`src/rtl/fifo_pkg.sv`:
```
// Shared types and helpers for the async FIFO write/read controllers.
package fifo_pkg;

  typedef enum logic {
    IDLE  = 1'b0,
    GRANT = 1'b1
  } state_e;

  function automatic logic [31:0] bin2gray(input logic [31:0] b);
    return b ^ (b >> 1);
  endfunction

endpackage

```
`src/rtl/rr_arbiter.sv`:
```
// Combinational circular-priority picker: first set request at or after rr_ptr_i.
module rr_arbiter
  import fifo_pkg::*;
#(
  parameter  int NUM_REQ = 4,
  localparam int GW      = $clog2(NUM_REQ)
) (
  input  logic [NUM_REQ-1:0] req_i,
  input  logic [GW-1:0]      rr_ptr_i,
  output logic               any_o,
  output logic [GW-1:0]      idx_o
);

  // rot[k] is the request of requester (rr_ptr_i + k) mod NUM_REQ
  logic [NUM_REQ-1:0] rot;
  assign rot = NUM_REQ'({req_i, req_i} >> rr_ptr_i);

  always_comb begin
    any_o = 1'b0;
    idx_o = '0;
    for (int k = NUM_REQ - 1; k >= 0; k--) begin
      if (rot[k]) begin
        any_o = 1'b1;
        idx_o = GW'((int'(rr_ptr_i) + k) % NUM_REQ);
      end
    end
  end

endmodule

```
`src/rtl/fifo_wr_arb.sv`:
```
// Write-side FIFO controller: round-robin burst-locked arbitration onto the single
// memory write port, plus the binary/Gray write pointer and registered full flag.
module fifo_wr_arb
  import fifo_pkg::*;
#(
  parameter  int ADDR_WIDTH = 4,
  parameter  int DATA_WIDTH = 32,
  parameter  int NUM_REQ    = 4,
  localparam int GW         = $clog2(NUM_REQ)
) (
  input  logic                          wclk,
  input  logic                          wrst,
  input  logic [NUM_REQ-1:0]            req_valid,
  input  logic [NUM_REQ-1:0]            req_last,
  input  logic [NUM_REQ*DATA_WIDTH-1:0] req_data,
  output logic [NUM_REQ-1:0]            req_ready,
  input  logic [ADDR_WIDTH:0]           wq2_rptr,
  output logic [ADDR_WIDTH:0]           wptr,
  output logic                          wfull,
  output logic                          wclken,
  output logic [ADDR_WIDTH-1:0]         waddr,
  output logic [DATA_WIDTH-1:0]         wdata,
  output logic [GW-1:0]                 gnt_id,
  output logic                          busy
);

  localparam int AW = ADDR_WIDTH;

  state_e        state_q, state_d;
  logic [GW-1:0] gnt_q, gnt_d;
  logic [GW-1:0] rr_q, rr_d;
  logic [AW:0]   wbin_q, wbin_d;
  logic [AW:0]   wgray_q, wgray_d;
  logic          wfull_q, wfull_d;
  logic          arb_any;
  logic [GW-1:0] arb_idx;
  logic          accept;

  rr_arbiter #(.NUM_REQ(NUM_REQ)) u_arb (
    .req_i    (req_valid),
    .rr_ptr_i (rr_q),
    .any_o    (arb_any),
    .idx_o    (arb_idx)
  );

  // Accepts are suppressed in the reset cycle so a mid-burst reset never writes.
  always_comb begin
    state_d   = state_q;
    gnt_d     = gnt_q;
    rr_d      = rr_q;
    req_ready = '0;
    accept    = 1'b0;
    case (state_q)
      IDLE: begin
        if (arb_any) begin
          gnt_d   = arb_idx;
          state_d = GRANT;
        end
      end
      GRANT: begin
        if (!wfull_q && !wrst) req_ready = NUM_REQ'(1) << gnt_q;
        accept = req_valid[gnt_q] & ~wfull_q & ~wrst;
        if (accept && req_last[gnt_q]) begin
          state_d = IDLE;
          rr_d    = (gnt_q == GW'(NUM_REQ - 1)) ? '0 : gnt_q + 1'b1;
        end
      end
      default: state_d = IDLE;
    endcase
  end

  assign wbin_d  = wbin_q + (AW+1)'(accept);
  assign wgray_d = (AW+1)'(bin2gray(32'(wbin_d)));
  assign wfull_d = (wgray_d == {~wq2_rptr[AW:AW-1], wq2_rptr[AW-2:0]});

  always_ff @(posedge wclk) begin
    if (wrst) begin
      state_q <= IDLE;
      gnt_q   <= '0;
      rr_q    <= '0;
      wbin_q  <= '0;
      wgray_q <= '0;
      wfull_q <= 1'b0;
    end else begin
      state_q <= state_d;
      gnt_q   <= gnt_d;
      rr_q    <= rr_d;
      wbin_q  <= wbin_d;
      wgray_q <= wgray_d;
      wfull_q <= wfull_d;
    end
  end

  assign wptr   = wgray_q;
  assign wfull  = wfull_q;
  assign wclken = accept;
  assign waddr  = wbin_q[AW-1:0];
  assign wdata  = req_data[gnt_q*DATA_WIDTH +: DATA_WIDTH];
  assign gnt_id = gnt_q;
  assign busy   = (state_q == GRANT);

endmodule

```
`config.mk`:
```
export PLATFORM = sky130hd
export DESIGN_NAME = fifo_wr_arb
export DESIGN_NICKNAME = d
export VERILOG_FILES = /design/src/rtl/fifo_pkg.sv /design/src/rtl/rr_arbiter.sv /design/src/rtl/fifo_wr_arb.sv
export SDC_FILE = /design/constraint.sdc
export NUM_CORES = 1
export LEC_CHECK = 0
export CAP_MARGIN = 40
export CELL_PAD_IN_SITES_DETAIL_PLACEMENT = 2
export CELL_PAD_IN_SITES_GLOBAL_PLACEMENT = 2
export CORE_MARGIN = 4
export CORE_UTILIZATION = 12
export CTS_CLUSTER_DIAMETER = 150
export DETAILED_ROUTE_END_ITERATION = 8
export PLACE_DENSITY_LB_ADDON = 0.1
export SYNTH_ARGS = -nofsm -noshare
export SYNTH_HDL_FRONTEND = slang
export SYNTH_SLANG_ARGS = --single-unit
```
`constraint.sdc`:
```
create_clock -name wclk -period 3.1 [get_ports wclk]
set_clock_uncertainty 0.2 [all_clocks]
set_input_delay 0.62 -clock wclk [delete_from_list [all_inputs] [get_ports wclk]]
set_output_delay 0.62 -clock wclk [all_outputs]
set_load 0.005 [all_outputs]
```
==> results of run 1 <==
power groups by stage:
stage,registers (µW),logic (µW),clock network [µW]
global route,206,504,269
floorplan,207,134,0
finish,205,473,251
detailed placement,208,470,0
CTS,205,477,258
global placement,209,466,0
through the flow:
step | power (µW) | std cells
3_3_place_gp | 675 | 505
3_5_place_dp | 679 | 505
5_1_grt | 978 | 510
2_1_floorplan | 342 | 132
4_1_cts | 940 | 509
6_report | 929 | 510
logic make-up after synthesis:
logic type	after synthesis	share of synthesized area (%)
simple gates	36	12.0
xor+xnor	10	5.95
fa+ha+maj	6	4.70
mux	36	49.2
compound gates	14	5.33
buf+inv	15	4.07
flops	15	18.8
synth_stat cells, types with 2 or more instances:
master	n
mux4_2	34
dfxtp_1	15
nor2_1	11
xnor2_1	7
ha_1	6
inv_1	6
a21oi_1	5
and2_1	4
buf_2	4
nand2_1	4
nand3_1	3
nor2b_1	3
o21ai_0	3
buf_1	2
clkbuf_1	2
mux2i_1	2
nor4_1	2
or3_1	2
xor2_1	2
flip-flops by register name (all words and copies together), names as in the netlist:
signal / count
busy: 1
rr_q: 2
gnt_id: 2
wfull: 1
wbin_q: 5
wptr: 4
critical path, stage by stage:
cell and delay [ps]:
clkdlybuf4s50_1 480, nor3_2 240, buf_4 170, and2_1 120, clkdlybuf4s50_1 550
repair_timing:
item,in CTS,in global routing
resized for setup,5,12
pin swaps,0,4
buffers inserted,0,1
endpoints found under the setup margin,2,1
hold buffers,0,0
layer usage:
layer	global-route usage, %	share of wire [%]	vias to the layer above
met4	0.969	0.13	2
met3	6.27	13	6
met2	22.9	46	108
li1	-	-	940
met1	17.4	41	1021
met5	0	0.11	-
final cells by class:
cell class | instances | area share [%]
inverters | 6 | 0.561
multi-input cells | 102 | 32.7
clock buffers | 4 | 1.96
well taps | 172 | 5.36
flip-flops and latches | 15 | 7.54
repair buffers | 211 | 51.9
path summary, 6_finish.rpt:
| kind | startpoint | to | slack, ps | depth (start not counted) |
|---|---|---|---|---|
| worst max-delay path | wrst | req_ready[2] | 90 | 5 |
| worst min-delay path | rr_q[0]$_SDFFE_PP0P_ | rr_q[0]$_SDFFE_PP0P_ | 310 | 2 |
| worst min register to register | rr_q[0]$_SDFFE_PP0P_ | rr_q[0]$_SDFFE_PP0P_ | 310 | 2 |
| worst max register to register | gnt_id[0]$_SDFFE_PP0P_ | wfull$_SDFF_PP0_ | 410 | 10 |
==> results.txt, run 1 <==
clock network power share - 27.0%
CORE AREA - 0.0128 mm²
Filler cells - 1,396
synth-to-layout area growth - 151%
DP Area - 0.00384 mm²
Max-cap violations - 0
layout cells sized above 1 - 21.3%
n_diodes - 0
top cells by area, synth - mux4_2 (48%), dfxtp_1 (19%), ha_1 (4.7%)
RSZ-0062 raised after global routing - false
sw frac - 23.4%
I/O pins - 193
Port Buf Inserts - 192
synth unique cells - 34
initial antenna violation count - 1
pwr dens - 231 mW/mm²
TritonCTS Buffers - 3
Register Area - 303 µm²
fin crit period - 3010 ps
status - completed
transition time of the tightest slew-check pin - 578 ps
gr ovfl total - 0
clock latency at the later pin of the worst-skew pair - 240 ps
vias per cell - 4.07
Worst VDD drop - 0.189 mV
crit path max fanout - 5
commonest cells after routing, fill and taps aside - clkdlybuf4s50_1 (187), mux4_2 (34), buf_4 (18)
final core occ - 31.3%
Rows - 41
Yosys reg bits - 15
Static Leak - 0.00143 µW
Seq pwr share - 22.1%
Clock Root Buffer - clkbuf_16
setup slack after placement - -404 ps
Sink Count - 15
Top FF cell, synth - dfxtp_1
Hold WC Path Type - flip-flop to flip-flop
commonest non-fill, non-tap cell in the layout - clkdlybuf4s50_1
Net Sw Power - 218 µW
CP Launch Type - input pin
largest net degree at the start of global routing - 40
worst hold slack - 313 ps
Die W - 123 µm
Final Cell Area - 0.00402 mm²
Setup CP Type - input pin to output port
global-route wire length before repair - 15.6 mm
drt first-iter violations - 43
number of hold violations in the final report - 0
Seq/Total Area, Yosys - 18.8%
f_max - 0.332 GHz
Synth top area share - 47.9%
# setup viols final - 0
Setup crit end kind - output port
Max Slew Vio Count - 0
number of global-route vias before repair - 2,210
Ys Warns - 0
TritonCTS clock tree - done
Post-DRT Antenna Nets - 0
setup_tns - 0 ps
CTS clk-pin slew, worst paths - 50 ps
WL per Instance - 22.2 µm
Global Route Usage Sum - 13.9%
nets - 488
logic gate share of total power - 50.9%
Syn Nets - 281
Avg Inst Size Synth - 12.1 µm²
Post-synth ARST share - 0%
Synth Instances - 132
Worst Path Arrival - 2190 ps
final worst path period share - 97.1%
die area - 0.0152 mm²
Routability Congestion - 0.768
Max-slew headroom - 61.3%
Multi-input gate area - 0.00131 mm²
dpl hpwl - 9.74 mm
starting density of the core - 12.5%
Final WS setup - 91.2 ps
Vert. Die Dim - 123 µm
Pre-Repair DR Iteration Count - 4
EDFF count, synth - 0
mapped cell area - 0.00160 mm²
CTS HTree Levels - 1
Int Pwr - 711 µW
residual DRC count - 0
CTS Buffer Depth - 2
vias - 2,077
final WL - 11.3 mm
area leader, netlist - mux4_2
Worst Path Required - 2280 ps
(Power assumes the default switching activity.)
==> run 2: changes to the inputs <==
--- a/config.mk
+++ b/config.mk
@@ -5,7 +5,7 @@
 export SDC_FILE = /design/constraint.sdc
 export NUM_CORES = 1
 export LEC_CHECK = 0
-export CAP_MARGIN = 40
+export CAP_MARGIN = 25
 export CELL_PAD_IN_SITES_DETAIL_PLACEMENT = 2
 export CELL_PAD_IN_SITES_GLOBAL_PLACEMENT = 2
 export CORE_MARGIN = 4
==> results of run 2 <==
Final layout, timing and power as in run 1 (identical DEF).
==> run 3: changes to the inputs <==
--- a/config.mk
+++ b/config.mk
@@ -5,14 +5,16 @@
 export SDC_FILE = /design/constraint.sdc
 export NUM_CORES = 1
 export LEC_CHECK = 0
+export ABC_AREA = 1
 export CAP_MARGIN = 25
 export CELL_PAD_IN_SITES_DETAIL_PLACEMENT = 2
 export CELL_PAD_IN_SITES_GLOBAL_PLACEMENT = 2
 export CORE_MARGIN = 4
-export CORE_UTILIZATION = 12
+export CORE_UTILIZATION = 11
 export CTS_CLUSTER_DIAMETER = 150
 export DETAILED_ROUTE_END_ITERATION = 8
 export PLACE_DENSITY_LB_ADDON = 0.1
 export SYNTH_ARGS = -nofsm -noshare
 export SYNTH_HDL_FRONTEND = slang
+export SYNTH_HIERARCHICAL = 1
 export SYNTH_SLANG_ARGS = --single-unit
==> results.txt, run 3 <==
status - completed (unchanged)
CP Launch Type - input pin (unchanged)
post-synthesis adder-cell area fraction - 3.68% (was 4.70%)
layout cells sized above 1 - 8.19% (was 21.3%)
Worst Path Arrival - 2100 ps (was 2190 ps)
final worst path period share - 94.1% (was 97.1%)
Ys Warns - 6 (was 0)
area leader, netlist - nor2_1 (was mux4_2)
residual DRC count - 0 (unchanged)
Max-slew headroom - 71.7% (was 61.3%)
starting density of the core - 11.3% (was 12.5%)
Post-DRT Antenna Nets - 0 (unchanged)
sw frac - 36.6% (was 23.4%)
top cells by area, synth - nor2_1 (17%), o21ai_0 (16%), dfxtp_1 (15%) (was mux4_2 (48%), dfxtp_1 (19%), ha_1 (4.7%))
Yosys reg bits - 15 (unchanged)
Port Buf Inserts - 192 (unchanged)
number of global-route vias before repair - 3,681 (was 2,210)
gr ovfl total - 0 (unchanged)
met2 WL - 6.84 mm (was 5.20 mm)
Synth Area in XOR/XNOR - 0.429% (was 5.95%)
Post-Synth Simple-Gate Area - 37.4% (was 12.0%)
Max stage delay on crit path - 540 ps (was 550 ps)
TritonCTS clock tree - done (unchanged)
slowest stage cell, crit path - clkdlybuf4s50_1 (unchanged)
Synth Instances - 373 (was 132)
final WL - 14.1 mm (was 11.3 mm)
Vert. Die Dim - 144 µm (was 123 µm)
Hold WC Path Type - flip-flop to flip-flop (unchanged)
f_max - 0.343 GHz (was 0.332 GHz)
Routability Congestion - 0.729 (was 0.768)
Pre-Repair DR Iteration Count - 4 (unchanged)
RSZ-0062 raised after global routing - false (unchanged)
vias - 3,303 (was 2,077)
synth-to-layout area growth - 115% (was 151%)
final core occ - 24.3% (was 31.3%)
# placed instances - 787 (was 505)
CTS Hold Bufs - 0 (unchanged)
Max-cap violations - 0 (unchanged)
clock network power share - 18.9% (was 27.0%)
vias per cell - 4.18 (was 4.07)
CTS HTree Levels - 1 (unchanged)
count leader, synth - nor2_1 (was mux4_2)
Rows - 49 (was 41)
Int Pwr - 880 µW (was 711 µW)
max FFs per register - 5 (unchanged)
# setup viols final - 0 (unchanged)
pwr dens - 316 mW/mm² (was 231 mW/mm²)
I/O pins - 193 (unchanged)
n_diodes - 0 (unchanged)
crit path max fanout - 5 (unchanged)
Detail Route met3 WL - 979 µm (was 1.46 mm)
dpl hpwl - 11.2 mm (was 9.74 mm)
Top FF cell, synth - dfxtp_1 (unchanged)
Compound-Gate Fraction of Synth Area - 29.8% (was 5.32%)
drt first-iter violations - 75 (was 43)
Sink Count - 15 (unchanged)
max layer used - met5 (unchanged)
Biggest register - wbin_q (unchanged)
setup_tns - 0 ps (unchanged)
critical path's top delay family - buffers and inverters (unchanged)
TritonCTS Buffers - 3 (unchanged)
Setup crit end kind - output port (unchanged)
nets - 712 (was 488)
Seq pwr share - 16.3% (was 22.1%)
postcts setup bufs - 0 (unchanged)
Setup CP Type - input pin to output port (unchanged)
Worst Path Required - 2280 ps (about the same)
Global Route Usage Sum - 13.0% (was 13.9%)
clock latency at the later pin of the worst-skew pair - 250 ps (was 240 ps)
Synth top area share - 17.5% (was 47.9%)
Syn Nets - 522 (was 281)
Overall Power - 1390 µW (was 929 µW)
largest net degree at the start of global routing - 67 (was 40)
Worst VDD drop - 0.129 mV (was 0.189 mV)
Max Slew Vio Count - 0 (unchanged)
top post-synthesis cells by count - nor2_1 (95), o21ai_0 (64), nand2_1 (50) (was mux4_2 (34), dfxtp_1 (15), nor2_1 (11))
EDFF count, synth - 0 (unchanged)
WL met1 - 6.15 mm (was 4.63 mm)
global-route wire length before repair - 21.4 mm (was 15.6 mm)
Avg Inst Size Synth - 5.47 µm² (was 12.1 µm²)
Post-synth ARST share - 0% (unchanged)
commonest non-fill, non-tap cell in the layout - clkdlybuf4s50_1 (unchanged)
mapped cell area - 0.00204 mm² (was 0.00160 mm²)
crit path buf inv count - 3 (unchanged)
Static Leak - 0.00177 µW (was 0.00143 µW)
CTS Buffer Depth - 2 (unchanged)
Clock Root Buffer - clkbuf_16 (unchanged)
synth unique cells - 24 (was 34)
CTS clk-pin slew, worst paths - 50 ps (about the same)
CORE AREA - 0.0181 mm² (was 0.0128 mm²)
largest family of logic cells by synthesized area - simple AND/OR/NAND/NOR gates (was multiplexers)
commonest cells after routing, fill and taps aside - clkdlybuf4s50_1 (191), nor2_1 (95), o21ai_0 (63) (was clkdlybuf4s50_1 (187), mux4_2 (34), buf_4 (18))
reg-to-reg setup timing slack - 520 ps (was 410 ps)
Non-Filler Instances - 791 (was 510)
fin crit period - 2920 ps (was 3010 ps)
number of hold violations in the final report - 0 (unchanged)
initial antenna violation count - 2 (was 1)
crit-path cells - clkdlybuf4s50_1 > nor2_1 > nand2_1 > buf_4 > nor2_1 > clkdlybuf4s50_1 (was clkdlybuf4s50_1 > nor3_2 > buf_4 > and2_1 > clkdlybuf4s50_1)
die area - 0.0208 mm² (was 0.0152 mm²)
Seq/Total Area, Yosys - 14.7% (was 18.8%)
transition time of the tightest slew-check pin - 423 ps (was 578 ps)
mux contribution to synthesized area - 0% (was 49.2%)
logic gate share of total power - 64.7% (was 50.9%)
WL per Instance - 17.8 µm (was 22.2 µm)
Die W - 144 µm (was 123 µm)
Net Sw Power - 508 µW (was 218 µW)
run 3: worst paths after layout:
check / to / startpoint / cells after the start
max: req_ready[2] / wrst / 6
min: busy$_SDFF_PP0_ / busy$_SDFF_PP0_ / 2
max reg2reg: wfull$_SDFF_PP0_ / gnt_id[0]$_SDFFE_PP0P_ / 15
min reg2reg: busy$_SDFF_PP0_ / busy$_SDFF_PP0_ / 2
run 3: per-layer routing:
layer,vias to the layer above,track usage [%]
met1,1569,16.3
met2,104,23.6
li1,1618,-
met3,8,2.61
met4,4,1.33
met5,-,0
run 3: layout make-up:
| cell class | instances | area [µm²] |
|---|---|---|
| clock buffer | 4 | 78.8 |
| fill | 2170 | 13700 |
| inverter | 34 | 133 |
| multi-input combinational | 299 | 1480 |
| sequential | 15 | 302 |
| tap | 229 | 287 |
| timing repair buffer | 210 | 2110 |
run 3: worst min-delay path: stages (launching register included):
cell      delay (ps)
dfxtp_1          410
o211ai_1         120
inv_1             50
run 3: logic make-up (layout without fill, tap and decap cells):
kind of cell               after synthesis  count (layout)
adders and majority gates                6               6
AOI/OAI and AO/OA                      111             111
buffers and inverters                   59             248
DFF                                     15              15
and+or+nand+nor                        181             181
xor gates and xnor gates                 1               1
run 3: through the flow:
stage                     cell area (µm²)  worst slack [ps]  hold slack, ps
after floorplan                      2040               712             307
after global placement               4280              -178             416
after detailed placement             4280              -207             411
after CTS                            4360              31.7             427
after global routing                 4390              5.16             479
final                                4390               184             415
run 3: what timing repair did:
| item | in CTS | in global routing |
|---|---|---|
| endpoints found under the setup margin | 1 | 3 |
| pin swaps | 0 | 1 |
| gates resized for setup | 1 | 7 |
run 3: power by group through the flow:
stage / Sequential (µW) / Combinational (µW) / Clock, µW
floorplan: 218 / 366 / 0
global placement: 232 / 899 / 0
detailed placement: 232 / 917 / 0
CTS: 228 / 922 / 274
global route: 230 / 1000 / 284
finish: 227 / 898 / 263
